**src/rtl/seq_det_event_counter_if.sv**
```systemverilog
// -----------------------------------------------------------------------------
// seq_det_event_counter_if
//   Report port of the detection-event window counter.
//
//   Handshake: the producer raises rep_valid when a report is held and keeps
//   rep_valid, rep_count and rep_sat stable until a rising clock edge where
//   rep_valid & rep_ready are both 1; that edge is the transfer. rep_ready may
//   be driven at any time and does not depend on rep_valid. rep_overrun is a
//   status flag outside the handshake.
//
//   Signals
//     rep_valid    producer -> consumer  report holding register is full
//     rep_ready    consumer -> producer  consumer accepts the report
//     rep_count    producer -> consumer  event count of the last closed window
//     rep_sat      producer -> consumer  that window's count saturated
//     rep_overrun  producer -> consumer  sticky: an unconsumed report was lost
//
//   Modports
//     master  the counter (drives the report)
//     slave   the report consumer
// -----------------------------------------------------------------------------
interface seq_det_event_counter_if #(
  parameter int CNT_W = 8
);
  logic             rep_valid;
  logic             rep_ready;
  logic [CNT_W-1:0] rep_count;
  logic             rep_sat;
  logic             rep_overrun;

  modport master (
    output rep_valid,
    output rep_count,
    output rep_sat,
    output rep_overrun,
    input  rep_ready
  );

  modport slave (
    input  rep_valid,
    input  rep_count,
    input  rep_sat,
    input  rep_overrun,
    output rep_ready
  );
endinterface

```
**src/rtl/seq_det_event_counter.sv**
```systemverilog
// -----------------------------------------------------------------------------
// seq_det_event_counter
//   Counts rising edges of the 110-pattern detector output over fixed windows
//   of WINDOW clocks and offers each closed window's count on a valid/ready
//   report port. Also produces a per-event strobe and sticky
//   saturation/overrun status.
//
//   Parameters
//     CNT_W   event counter / report width; saturates at 2**CNT_W-1
//     WINDOW  window length in clk cycles (>= 2)
//
//   Ports
//     clk        in   rising-edge clock
//     rst_n      in   asynchronous active-low reset
//     enable     in   1 = count windows (RUN), 0 = IDLE
//     clr        in   synchronous clear of counters, report and status
//     det_in     in   detector output, stable at posedge clk
//     det_pulse  out  1-cycle strobe for each event seen while running
//     rep        if   report port (master side): rep_valid, rep_ready,
//                     rep_count, rep_sat, rep_overrun
//     dbg_state  out  1 when the FSM is in RUN
// -----------------------------------------------------------------------------
module seq_det_event_counter #(
  parameter int CNT_W  = 8,
  parameter int WINDOW = 256
) (
  input  logic                           clk,
  input  logic                           rst_n,
  input  logic                           enable,
  input  logic                           clr,
  input  logic                           det_in,
  output logic                           det_pulse,
  seq_det_event_counter_if.master        rep,
  output logic                           dbg_state
);

  localparam int WIN_W = (WINDOW > 2) ? $clog2(WINDOW) : 1;

  localparam logic [WIN_W-1:0] WIN_LAST = WIN_W'(WINDOW - 1);
  localparam logic [CNT_W-1:0] CNT_MAX  = {CNT_W{1'b1}};

  typedef enum logic {
    IDLE = 1'b0,
    RUN  = 1'b1
  } state_t;

  state_t             state_q,      state_d;
  logic [WIN_W-1:0]   win_cnt_q,    win_cnt_d;
  logic [CNT_W-1:0]   ev_cnt_q,     ev_cnt_d;
  logic               sat_q,        sat_d;
  logic               det_prev_q;
  logic               det_pulse_q,  det_pulse_d;
  logic               rep_valid_q,  rep_valid_d;
  logic [CNT_W-1:0]   rep_count_q,  rep_count_d;
  logic               rep_sat_q,    rep_sat_d;
  logic               rep_overrun_q, rep_overrun_d;

  logic               ev;
  logic               at_max;

  // A held-high det_in is a single event: only the 0->1 transition counts.
  assign ev     = det_in & ~det_prev_q;
  assign at_max = (ev_cnt_q == CNT_MAX);

  // ---------------------------------------------------------------------------
  // State and datapath registers
  // ---------------------------------------------------------------------------
  always_ff @(posedge clk or negedge rst_n) begin
    if (!rst_n) begin
      state_q       <= IDLE;
      win_cnt_q     <= '0;
      ev_cnt_q      <= '0;
      sat_q         <= 1'b0;
      det_prev_q    <= 1'b0;
      det_pulse_q   <= 1'b0;
      rep_valid_q   <= 1'b0;
      rep_count_q   <= '0;
      rep_sat_q     <= 1'b0;
      rep_overrun_q <= 1'b0;
    end else begin
      state_q       <= state_d;
      win_cnt_q     <= win_cnt_d;
      ev_cnt_q      <= ev_cnt_d;
      sat_q         <= sat_d;
      det_prev_q    <= det_in;
      det_pulse_q   <= det_pulse_d;
      rep_valid_q   <= rep_valid_d;
      rep_count_q   <= rep_count_d;
      rep_sat_q     <= rep_sat_d;
      rep_overrun_q <= rep_overrun_d;
    end
  end

  // ---------------------------------------------------------------------------
  // Next-state and datapath logic
  // ---------------------------------------------------------------------------
  always_comb begin
    state_d       = state_q;
    win_cnt_d     = win_cnt_q;
    ev_cnt_d      = ev_cnt_q;
    sat_d         = sat_q;
    det_pulse_d   = ev & (state_q == RUN);
    rep_valid_d   = rep_valid_q;
    rep_count_d   = rep_count_q;
    rep_sat_d     = rep_sat_q;
    rep_overrun_d = rep_overrun_q;

    // Transfer of the held report; a window close below may refill it.
    if (rep_valid_q && rep.rep_ready) begin
      rep_valid_d = 1'b0;
    end

    case (state_q)
      IDLE: begin
        // Counters sit at zero so entering RUN starts a fresh window.
        win_cnt_d = '0;
        ev_cnt_d  = '0;
        sat_d     = 1'b0;
        if (enable) begin
          state_d = RUN;
        end
      end

      RUN: begin
        if (!enable) begin
          // Leaving mid-window: the partial window is discarded.
          state_d   = IDLE;
          win_cnt_d = '0;
          ev_cnt_d  = '0;
          sat_d     = 1'b0;
        end else if (win_cnt_q == WIN_LAST) begin
          // Window close. The event on this cycle belongs to this window.
          rep_count_d   = (ev && !at_max) ? ev_cnt_q + CNT_W'(1) : ev_cnt_q;
          rep_sat_d     = sat_q | (ev & at_max);
          // Overwriting a report the consumer has not taken this edge.
          rep_overrun_d = rep_overrun_q | (rep_valid_q & ~rep.rep_ready);
          rep_valid_d   = 1'b1;
          win_cnt_d     = '0;
          ev_cnt_d      = '0;
          sat_d         = 1'b0;
        end else begin
          win_cnt_d = win_cnt_q + WIN_W'(1);
          if (ev) begin
            if (at_max) begin
              sat_d = 1'b1;
            end else begin
              ev_cnt_d = ev_cnt_q + CNT_W'(1);
            end
          end
        end
      end

      default: begin
        state_d = IDLE;
      end
    endcase

    // Clear overrides a same-cycle close and handshake; state still follows
    // enable so a running counter restarts its window at zero.
    if (clr) begin
      state_d       = enable ? RUN : IDLE;
      win_cnt_d     = '0;
      ev_cnt_d      = '0;
      sat_d         = 1'b0;
      rep_valid_d   = 1'b0;
      rep_overrun_d = 1'b0;
      det_pulse_d   = 1'b0;
    end
  end

  // ---------------------------------------------------------------------------
  // Outputs
  // ---------------------------------------------------------------------------
  assign det_pulse       = det_pulse_q;
  assign rep.rep_valid   = rep_valid_q;
  assign rep.rep_count   = rep_count_q;
  assign rep.rep_sat     = rep_sat_q;
  assign rep.rep_overrun = rep_overrun_q;
  assign dbg_state       = (state_q == RUN);

endmodule
```
**src/flat_wrapper.sv**
```systemverilog
// flat-port wrapper written by rule: the top's interface ports become plain ports
module seq_det_event_counter_flat 
#(
  parameter int CNT_W  = 8,
  parameter int WINDOW = 256
)
  (clk, rst_n, enable, clr, det_in, det_pulse, dbg_state, rep_rep_valid, rep_rep_count, rep_rep_sat, rep_rep_overrun, rep_rep_ready);
  seq_det_event_counter_if #(.CNT_W(CNT_W)) rep_i ();
  input  logic clk;
  input  logic rst_n;
  input  logic enable;
  input  logic clr;
  input  logic det_in;
  output logic det_pulse;
  output logic dbg_state;
  output wire logic [$bits(rep_i.rep_valid)-1:0] rep_rep_valid;
  output wire logic [$bits(rep_i.rep_count)-1:0] rep_rep_count;
  output wire logic [$bits(rep_i.rep_sat)-1:0] rep_rep_sat;
  output wire logic [$bits(rep_i.rep_overrun)-1:0] rep_rep_overrun;
  input wire logic [$bits(rep_i.rep_ready)-1:0] rep_rep_ready;
  assign rep_rep_valid = rep_i.rep_valid;
  assign rep_rep_count = rep_i.rep_count;
  assign rep_rep_sat = rep_i.rep_sat;
  assign rep_rep_overrun = rep_i.rep_overrun;
  assign rep_i.rep_ready = rep_rep_ready;
  seq_det_event_counter #(.CNT_W(CNT_W), .WINDOW(WINDOW)) u_core (.clk(clk), .rst_n(rst_n), .enable(enable), .clr(clr), .det_in(det_in), .det_pulse(det_pulse), .rep(rep_i), .dbg_state(dbg_state));
endmodule
```
**config.mk**
```make
export PLATFORM = sky130hd
export DESIGN_NAME = seq_det_event_counter_flat
export DESIGN_NICKNAME = d
export VERILOG_FILES = /design/src/rtl/seq_det_event_counter_if.sv /design/src/rtl/seq_det_event_counter.sv /design/src/flat_wrapper.sv
export SDC_FILE = /design/constraint.sdc
export NUM_CORES = 1
export LEC_CHECK = 0
export CAP_MARGIN = 10
export CORE_UTILIZATION = 48
export DETAILED_ROUTE_END_ITERATION = 10
export PLACE_DENSITY_LB_ADDON = 0.08
export SLEW_MARGIN = 20
export SYNTH_ARGS = -nofsm -noshare
export SYNTH_HDL_FRONTEND = slang
export SYNTH_SLANG_ARGS = --single-unit
```
**constraint.sdc**
```tcl
create_clock -name clk -period 2 [get_ports clk]
set_clock_uncertainty 0.2 [all_clocks]
set_input_delay 0.3 -clock clk [delete_from_list [all_inputs] [get_ports clk]]
set_output_delay 0.3 -clock clk [all_outputs]
set_load 0.02 [all_outputs]
```
-- Word level (Yosys, flattened, before mapping)
Cells that the tools add are included.
- flip-flop bits (word level): 31
- input bits: 6
- output and inout port bits: 13
- add/subtract/negate cells: 2
- equal/unequal tests: 5
- muxes and demuxes: 28
- bitwise gates (word level): 9
- reductions and logical operators: 10
- operator list (kind ; count):
    2-to-1 mux 8 bit ; 9
    one-hot mux 8 bit (2 select lines) ; 2
    adder 8 x 1 -> 8 bit (second input constant) ; 2
    == test 8 bit (second input constant) ; 2
    2-to-1 mux 1 bit ; 16
    inequality test 5 bit (second input constant) ; 3
    AND reduction 3 bit ; 2
    nonzero test 2 bit ; 3
    bitwise AND 1 bit ; 4
    AND reduction 2 bit ; 2
    NOT 1 bit ; 3
    logical AND 1 bit ; 2
    OR 1 bit ; 2
    one-hot mux 1 bit (2 select lines) ; 1
    logical NOT 1 bit ; 1

-- Logic depth before layout (Yosys ltp)
Gate-level depths: netlist (run 1).
- word-level depth: 7
- mapped depth: 6
- depth with buffers taken out: 5

-- Worst setup path after synthesis (run 1)
OpenSTA, ideal clock, no wires.
- path kind: reg2reg
- start point: register u_core.win_cnt_q[0]
- end point: register u_core.rep_count_q[2], in the netlist u_core.rep.rep_count[2]
- setup time: 0.125 ns
- arrival: 1.428 ns
- required time: 1.675 ns
- slack: 0.247 ns
- cell stages (with the launch flop): 5
- clock period less this slack: 1.753 ns
- cell sequence: dfrtp_1 ha_1 nand4_2 nor3_4 mux2_2
- word-level cells in the longest chain between the ends: 2
- RTL lines (element ; line ; RTL):
    start, declared ; seq_det_event_counter.sv:48 ; logic [WIN_W-1:0] win_cnt_q, win_cnt_d;
    start signal, assigned ; seq_det_event_counter.sv:82 ; win_cnt_q <= win_cnt_d;
    == test 8 bit ; seq_det_event_counter.sv:131 ; end else if (win_cnt_q == WIN_LAST) begin
    AND reduction 3 bit (no line) ; n/a ;
    end signal, assigned ; seq_det_event_counter.sv:88 ; rep_count_q <= rep_count_d;
    end, declared ; seq_det_event_counter.sv:54 ; logic [CNT_W-1:0] rep_count_q, rep_count_d;
No other way between the ends.
A chain may end at the register's enable or synchronous reset.

-- Worst setup path after layout (run 1)
- start point: register u_core.ev_cnt_q[0]
- end point: register u_core.rep_count_q[6], in the netlist u_core.rep.rep_count[6]
- word-level cells in the longest chain between the ends: 4
- elaborated cells on any way between the ends: 5
- RTL lines (element ; line ; RTL):
    start, declared ; seq_det_event_counter.sv:49 ; logic [CNT_W-1:0] ev_cnt_q, ev_cnt_d;
    start signal, assigned ; seq_det_event_counter.sv:83 ; ev_cnt_q <= ev_cnt_d;
    parallel branches: the longest is 3 deep, another holds adder 8 x 1 -> 8 bit ; n/a ;
    2-to-1 mux 8 bit (*) ; seq_det_event_counter.sv:133 ; rep_count_d = (ev && !at_max) ? ev_cnt_q + CNT_W'(1) : ev_cnt_q;
Mark *: on every way between the ends.

==> impl_metrics.json, run 1 <==
{
  "status": "complete, no violations",
  "synth_area_leaders": "dfrtp_1 56%, nor2_1 5.2%, a21oi_1 2.9%, a21oi_2 2.5%, nand3_1 2.5%",
  "ys_types": 36,
  "fin_nets": 161,
  "p_leak_nw": 0.7549,
  "synthMuxAreaShare_pct": 3.906,
  "detail_route.vias_per_cell": 5.359,
  "final_core_utilization_pct": 61.78,
  "relSlewSlack_pct": 74.88,
  "drive_above_1_share_pct": 16.34,
  "insertion_delay_ps": 320,
  "cts_tree": "built",
  "synthSimpleGateAreaFrac_pct": 19.98,
  "initial_core_util_pct": 50.39,
  "peakVddDrop_mv": 0.5317,
  "place_area_um2": 1625,
  "synth_area_per_cell_um2": 11.11,
  "synthAdderAreaFrac_pct": 1.817,
  "grt.overflow.total": 0,
  "clk_transition_reported_paths_ps": 100,
  "crit_type": "reg -> reg",
  "synth_most_common_cell": "dfrtp_1",
  "layout_min_cycle_time_ps": 1830,
  "placeableCoreArea_um2": 2734,
  "arrival_ps": 1880,
  "synth-xor-area-share_pct": 4.450,
  "slew_violations": 0,
  "gp_congestion": 0.7794,
  "cts.sinks": 31,
  "h-tree-depth": 2,
  "synth_area_um2": 1378,
  "synth_top_family_by_area": "simple AND/OR/NAND/NOR gates",
  "grt_max_degree": 32,
  "crit_required_ps": 2050,
  "wirelength_um": 2403,
  "num_vias": 986,
  "max_slew.worst_pin.slew_ps": 376.7,
  "rows": 19,
  "fmax_ghz": 0.5463,
  "p_sw_share_pct": 22.17,
  "clockBufferDepth": 2,
  "setup_viol": 0,
  "io_pins": 19,
  "die_w_um": 55.57,
  "dp_cells": 177,
  "hold_viol_final": 0,
  "syn_to_final_growth_pct": 22.62,
  "fin_cells": 184,
  "ys_seq_elements": 31,
  "p_per_area_nw_per_um2": 620.4,
  "total_power_mw": 1.048,
  "drtIter0Drc": 19,
  "switching_power_mw": 0.2323,
  "syn-num-nets": 132,
  "first_global_vias": 957,
  "asyncSetResetFlopFracSynth_pct": 100.0,
  "die_y_um": 55.57,
  "post_cts_buffers": 0,
  "first_pass_iters": 4,
  "pwr-share-seq_pct": 60.5,
  "power.share.clock_pct": 34.7,
  "antenna_cells": 0,
  "io_buffer_count": 18,
  "synth_top_cell_by_area": "dfrtp_1",
  "ant_nets": 0,
  "fin_tns_setup_ps": 0,
  "fin_area_um2": 1689,
  "fin_crit_sh_pct": 91.52,
  "synth_edf_count": 0,
  "end_kind": "register",
  "post_drt_wl_per_cell_um": 13.06,
  "crit_fanout": 5,
  "synthCells": 124,
  "synth_top_cell_area_share_pct": 56.31,
  "numCtsBuffers": 5,
  "synthFlopType": "dfrtp_1",
  "rsz0062_at_grt": "no",
  "dp_hpwl_um": 1713,
  "drv_cap": 0,
  "ctsHoldBuffers": 0,
  "synth-seq-area-share_pct": 56.31,
  "hold_class": "in -> async",
  "cts_root_buffer": "clkbuf_4",
  "synthTopCellsByCount": "31 x dfrtp_1, 19 x nor2_1, 8 x a21oi_1",
  "dieArea_um2": 3088,
  "grt_util_all_layers_pct": 18.34,
  "yosysWarnings": 0,
  "pwr-share-comb_pct": 4.9,
  "drc": 0,
  "p_int_mw": 0.8156,
  "start_kind": "register",
  "grt_pass1_wl_um": 4271,
  "synth_compound_area_share_pct": 10.99,
  "grt_antenna_before_repair": 0
}
flip-flops by register name, indices dropped and copies added (netlist names):
name,cells
u_core.rep.rep_overrun,1
u_core.rep.rep_sat,1
u_core.win_cnt_q,8
u_core.rep.rep_count,8
u_core.det_prev_q,1
u_core.dbg_state,1
u_core.ev_cnt_q,8
u_core.sat_q,1
u_core.rep.rep_valid,1
u_core.det_pulse,1
power by group through the flow:
stage,logic (mW),registers [mW],clock network [mW]
3_5_place_dp,0.0525,0.646,0
2_1_floorplan,0.0141,0.648,0
4_1_cts,0.0525,0.634,0.385
6_report,0.0510,0.634,0.363
3_3_place_gp,0.0514,0.646,0
5_1_grt,0.0580,0.635,0.408
area by class of cell:
| cell class | count | area (um^2) |
|---|---|---|
| clock buffers | 6 | 51.30 |
| clock inverters | 1 | 5.005 |
| fillers | 238 | 1045 |
| inverters | 5 | 18.77 |
| multi-input cells | 86 | 570.5 |
| flip-flops and latches | 31 | 775.7 |
| well taps | 31 | 38.79 |
| repair buffers | 24 | 229.0 |
timing repair:
item	4_1_cts	5_1_grt
resized for setup	0	2
endpoints found under the setup margin	0	8
hold endpoints to repair	0	0
per-layer routing:
layer  global-route usage [%]  wire, um
met5                        0         0
met2                    29.09      1140
met3                    7.209       117
met4                    6.429        22
met1                    22.88      1123
critical path, stage by stage, from the launching register on:
cell and delay, ps:
dfrtp_1 430, ha_1 260, and4b_1 270, and3_1 210, a41o_1 260, mux2i_1 130
placed cells by master, fill, tap and decap left out, types with 2 or more instances in the layout:
| cell type | synthesis | final |
|---|---|---|
| a21oi_1 | 8 | 8 |
| and4b_1 | 2 | 2 |
| and3_1 | 2 | 2 |
| inv_1 | 5 | 5 |
| xnor2_1 | 3 | 3 |
| a21oi_2 | 4 | 4 |
| a31oi_1 | 4 | 4 |
| nor2_1 | 19 | 19 |
| buf_4 | 0 | 5 |
| nor2b_1 | 3 | 3 |
| nand3_1 | 7 | 7 |
| xor2_1 | 4 | 4 |
| mux2i_1 | 2 | 2 |
| mux2_2 | 3 | 3 |
| dfrtp_1 | 31 | 31 |
| nand2_1 | 5 | 5 |
| clkbuf_4 | 0 | 5 |
| clkdlybuf4s50_1 | 0 | 18 |
| ha_1 | 2 | 2 |
per-stage QoR:
stage | setup WS, ps | hold slack (ps)
2_1_floorplan | 247.4 | -195.6
3_3_place_gp | 56.73 | 275.3
3_5_place_dp | -1.185 | 275.0
4_1_cts | 93.53 | 152.0
5_1_grt | 37.38 | 163.8
6_report | 169.6 | 151.8
worst paths after layout:
kind	cells after the start	slack, ps	endpoint	startpoint
max reg2reg	5	170	u_core.rep.rep_count[6]	u_core.ev_cnt_q[0]
max in group asynchronous	2	1170	u_core.det_prev_q	rst_n
min in group clk	1	270	u_core.dbg_state	enable
min	2	150	u_core.ev_cnt_q[0]	rst_n
max	5	170	u_core.rep.rep_count[6]	u_core.ev_cnt_q[0]
min reg2reg	1	300	u_core.win_cnt_q[0]	u_core.win_cnt_q[0]
cells by family (layout without fill, tap and decap cells):
kind of cell / count (synthesis) / after routing
simple gates: 49 / 49
flops: 31 / 31
compound gates: 23 / 23
xor+xnor: 7 / 7
buf+inv: 7 / 36
mux: 5 / 5
fa+ha+maj: 2 / 2
No activity file was read; power rests on OpenSTA's default activity.
==> run 2, diff against run 1 <==
--- a/config.mk
+++ b/config.mk
@@ -6,8 +6,12 @@
 export NUM_CORES = 1
 export LEC_CHECK = 0
 export CAP_MARGIN = 10
-export CORE_UTILIZATION = 48
+export CELL_PAD_IN_SITES_DETAIL_PLACEMENT = 0
+export CELL_PAD_IN_SITES_GLOBAL_PLACEMENT = 1
+export CORE_UTILIZATION = 42
+export CTS_CLUSTER_SIZE = 8
 export DETAILED_ROUTE_END_ITERATION = 10
+export GPL_ROUTABILITY_DRIVEN = 0
 export PLACE_DENSITY_LB_ADDON = 0.08
 export SLEW_MARGIN = 20
 export SYNTH_ARGS = -nofsm -noshare
==> impl_metrics.json, run 2 (same netlist as run 1, synthesis figures left out) <==
{
  "gr-max-usage-layer": "met2",
  "grtUsageMet3_pct": 6.550,
  "grt_antenna_before_repair": 0,
  "insertion_delay_ps": 340,
  "h-tree-depth": 2,
  "cp_top_family": "buffers and inverters",
  "p_leak_nw": 0.7831,
  "layout_min_cycle_time_ps": 1864,
  "io_buffer_count": 18,
  "slowest_delay_ps": 620,
  "cts_root_buffer": "clkbuf_4",
  "path_buf_inv": 1,
  "drive_above_1_share_pct": 17.83,
  "setup_viol": 0,
  "wirelength_um": 2649,
  "cp_slowest_cell": "clkdlybuf4s50_1",
  "drv_cap": 0,
  "fin_crit_sh_pct": 93.20,
  "die_w_um": 59.27,
  "worstPathCellList": "clkdlybuf4s50_1",
  "numCtsBuffers": 5,
  "first_global_vias": 916,
  "ctsHoldBuffers": 0,
  "end_kind": "output pin",
  "dp_hpwl_um": 1881,
  "drtIter0Drc": 24,
  "hold_class": "in -> async",
  "grt.overflow.total": 0,
  "hold_viol_final": 0,
  "p_per_area_nw_per_um2": 686.3,
  "multiInputGateArea_um2": 566.8,
  "rrSetupSlack_ps": 180,
  "detail_route.vias_per_cell": 4.910,
  "layout_common_cells": "31 x dfrtp_1, 19 x nor2_1, 18 x clkdlybuf4s50_1, 9 x buf_4, 8 x a21oi_1",
  "fin_tns_setup_ps": 0,
  "clockBufferDepth": 2,
  "io_pins": 19,
  "peakVddDrop_mv": 0.3839,
  "fin_hold_ws_ps": 144.7,
  "syn_to_final_growth_pct": 27.07,
  "dieArea_um2": 3513,
  "cts.sinks": 31,
  "fill_cells": 271,
  "rows": 20,
  "antenna_cells": 0,
  "slew_violations": 0,
  "setup_slack_ps": 136.0,
  "max_slew.worst_pin.slew_ps": 394.8,
  "grt_pass1_wl_um": 4353,
  "die_y_um": 59.27,
  "crit_fanout": 4,
  "fmax_ghz": 0.5365,
  "num_vias": 987,
  "cts_tree": "built",
  "clk_transition_reported_paths_ps": 100,
  "fin_nets": 164,
  "rsz0062_at_grt": "no",
  "drc": 0,
  "ant_nets": 0,
  "post_drt_wl_per_cell_um": 13.18,
  "status": "complete, no violations",
  "dp_slack_ps": 21.83,
  "arrival_ps": 1360,
  "first_pass_iters": 4,
  "final_core_utilization_pct": 56.87,
  "mostFrequentLayoutCell": "dfrtp_1",
  "grt_util_all_layers_pct": 17.14,
  "crit_type": "reg -> out",
  "initial_core_util_pct": 44.76,
  "grtUsageMet2_pct": 27.13,
  "grt_max_degree": 32,
  "start_kind": "register",
  "area.sequential_um2": 775.7,
  "relSlewSlack_pct": 73.68,
  "crit_required_ps": 1500,
  "use_met1_pct": 20.80,
  "placeableCoreArea_um2": 3078
}
==> run 2: layout make-up <==
| type | count | share of cell area [%] |
|---|---|---|
| sequential | 31 | 44.32 |
| clock buffer | 6 | 2.931 |
| multi-input combinational | 86 | 32.38 |
| tap | 44 | 3.145 |
| inverter | 5 | 1.072 |
| clock inverter | 2 | 2.001 |
| timing repair buffer | 27 | 14.15 |
==> run 2: final timing paths <==
kind | start | end | depth (start not counted)
min in group clk | enable | u_core.dbg_state | 1
worst min-delay path | rst_n | u_core.ev_cnt_q[4] | 2
worst min register to register | u_core.win_cnt_q[0] | u_core.win_cnt_q[0] | 1
worst max-delay path | u_core.dbg_state | dbg_state | 1
worst max register to register | u_core.win_cnt_q[0] | u_core.rep.rep_count[4] | 5
max in group asynchronous | rst_n | u_core.ev_cnt_q[1] | 2
==> run 2: routing by layer <==
layer	vias to the layer above	share of wire (%)
li1	502	-
met1	467	44
met2	13	50
met3	5	3.9
met4	0	1.8
met5	-	0
==> run 2: timing repair <==
action,CTS,global route
resized for setup,0,0
endpoints found under the setup margin,0,7
buffers inserted,0,1
==> run 2: power by group <==
| part | total [mW] | switching, mW | internal [mW] |
|---|---|---|---|
| clock network | 0.514 | 0.219 | 0.295 |
| logic | 0.0529 | 0.0292 | 0.0237 |
| registers | 0.634 | 0.00387 | 0.630 |
==> run 2: per-stage QoR <==
| step | cells | power, mW | instance area, um^2 |
|---|---|---|---|
| floorplan | 124 | 0.6620 | 1378 |
| global placement | 192 | 0.7001 | 1657 |
| detailed placement | 192 | 0.7009 | 1657 |
| CTS | 200 | 1.215 | 1743 |
| global route | 201 | 1.253 | 1750 |
| finish | 201 | 1.201 | 1750 |
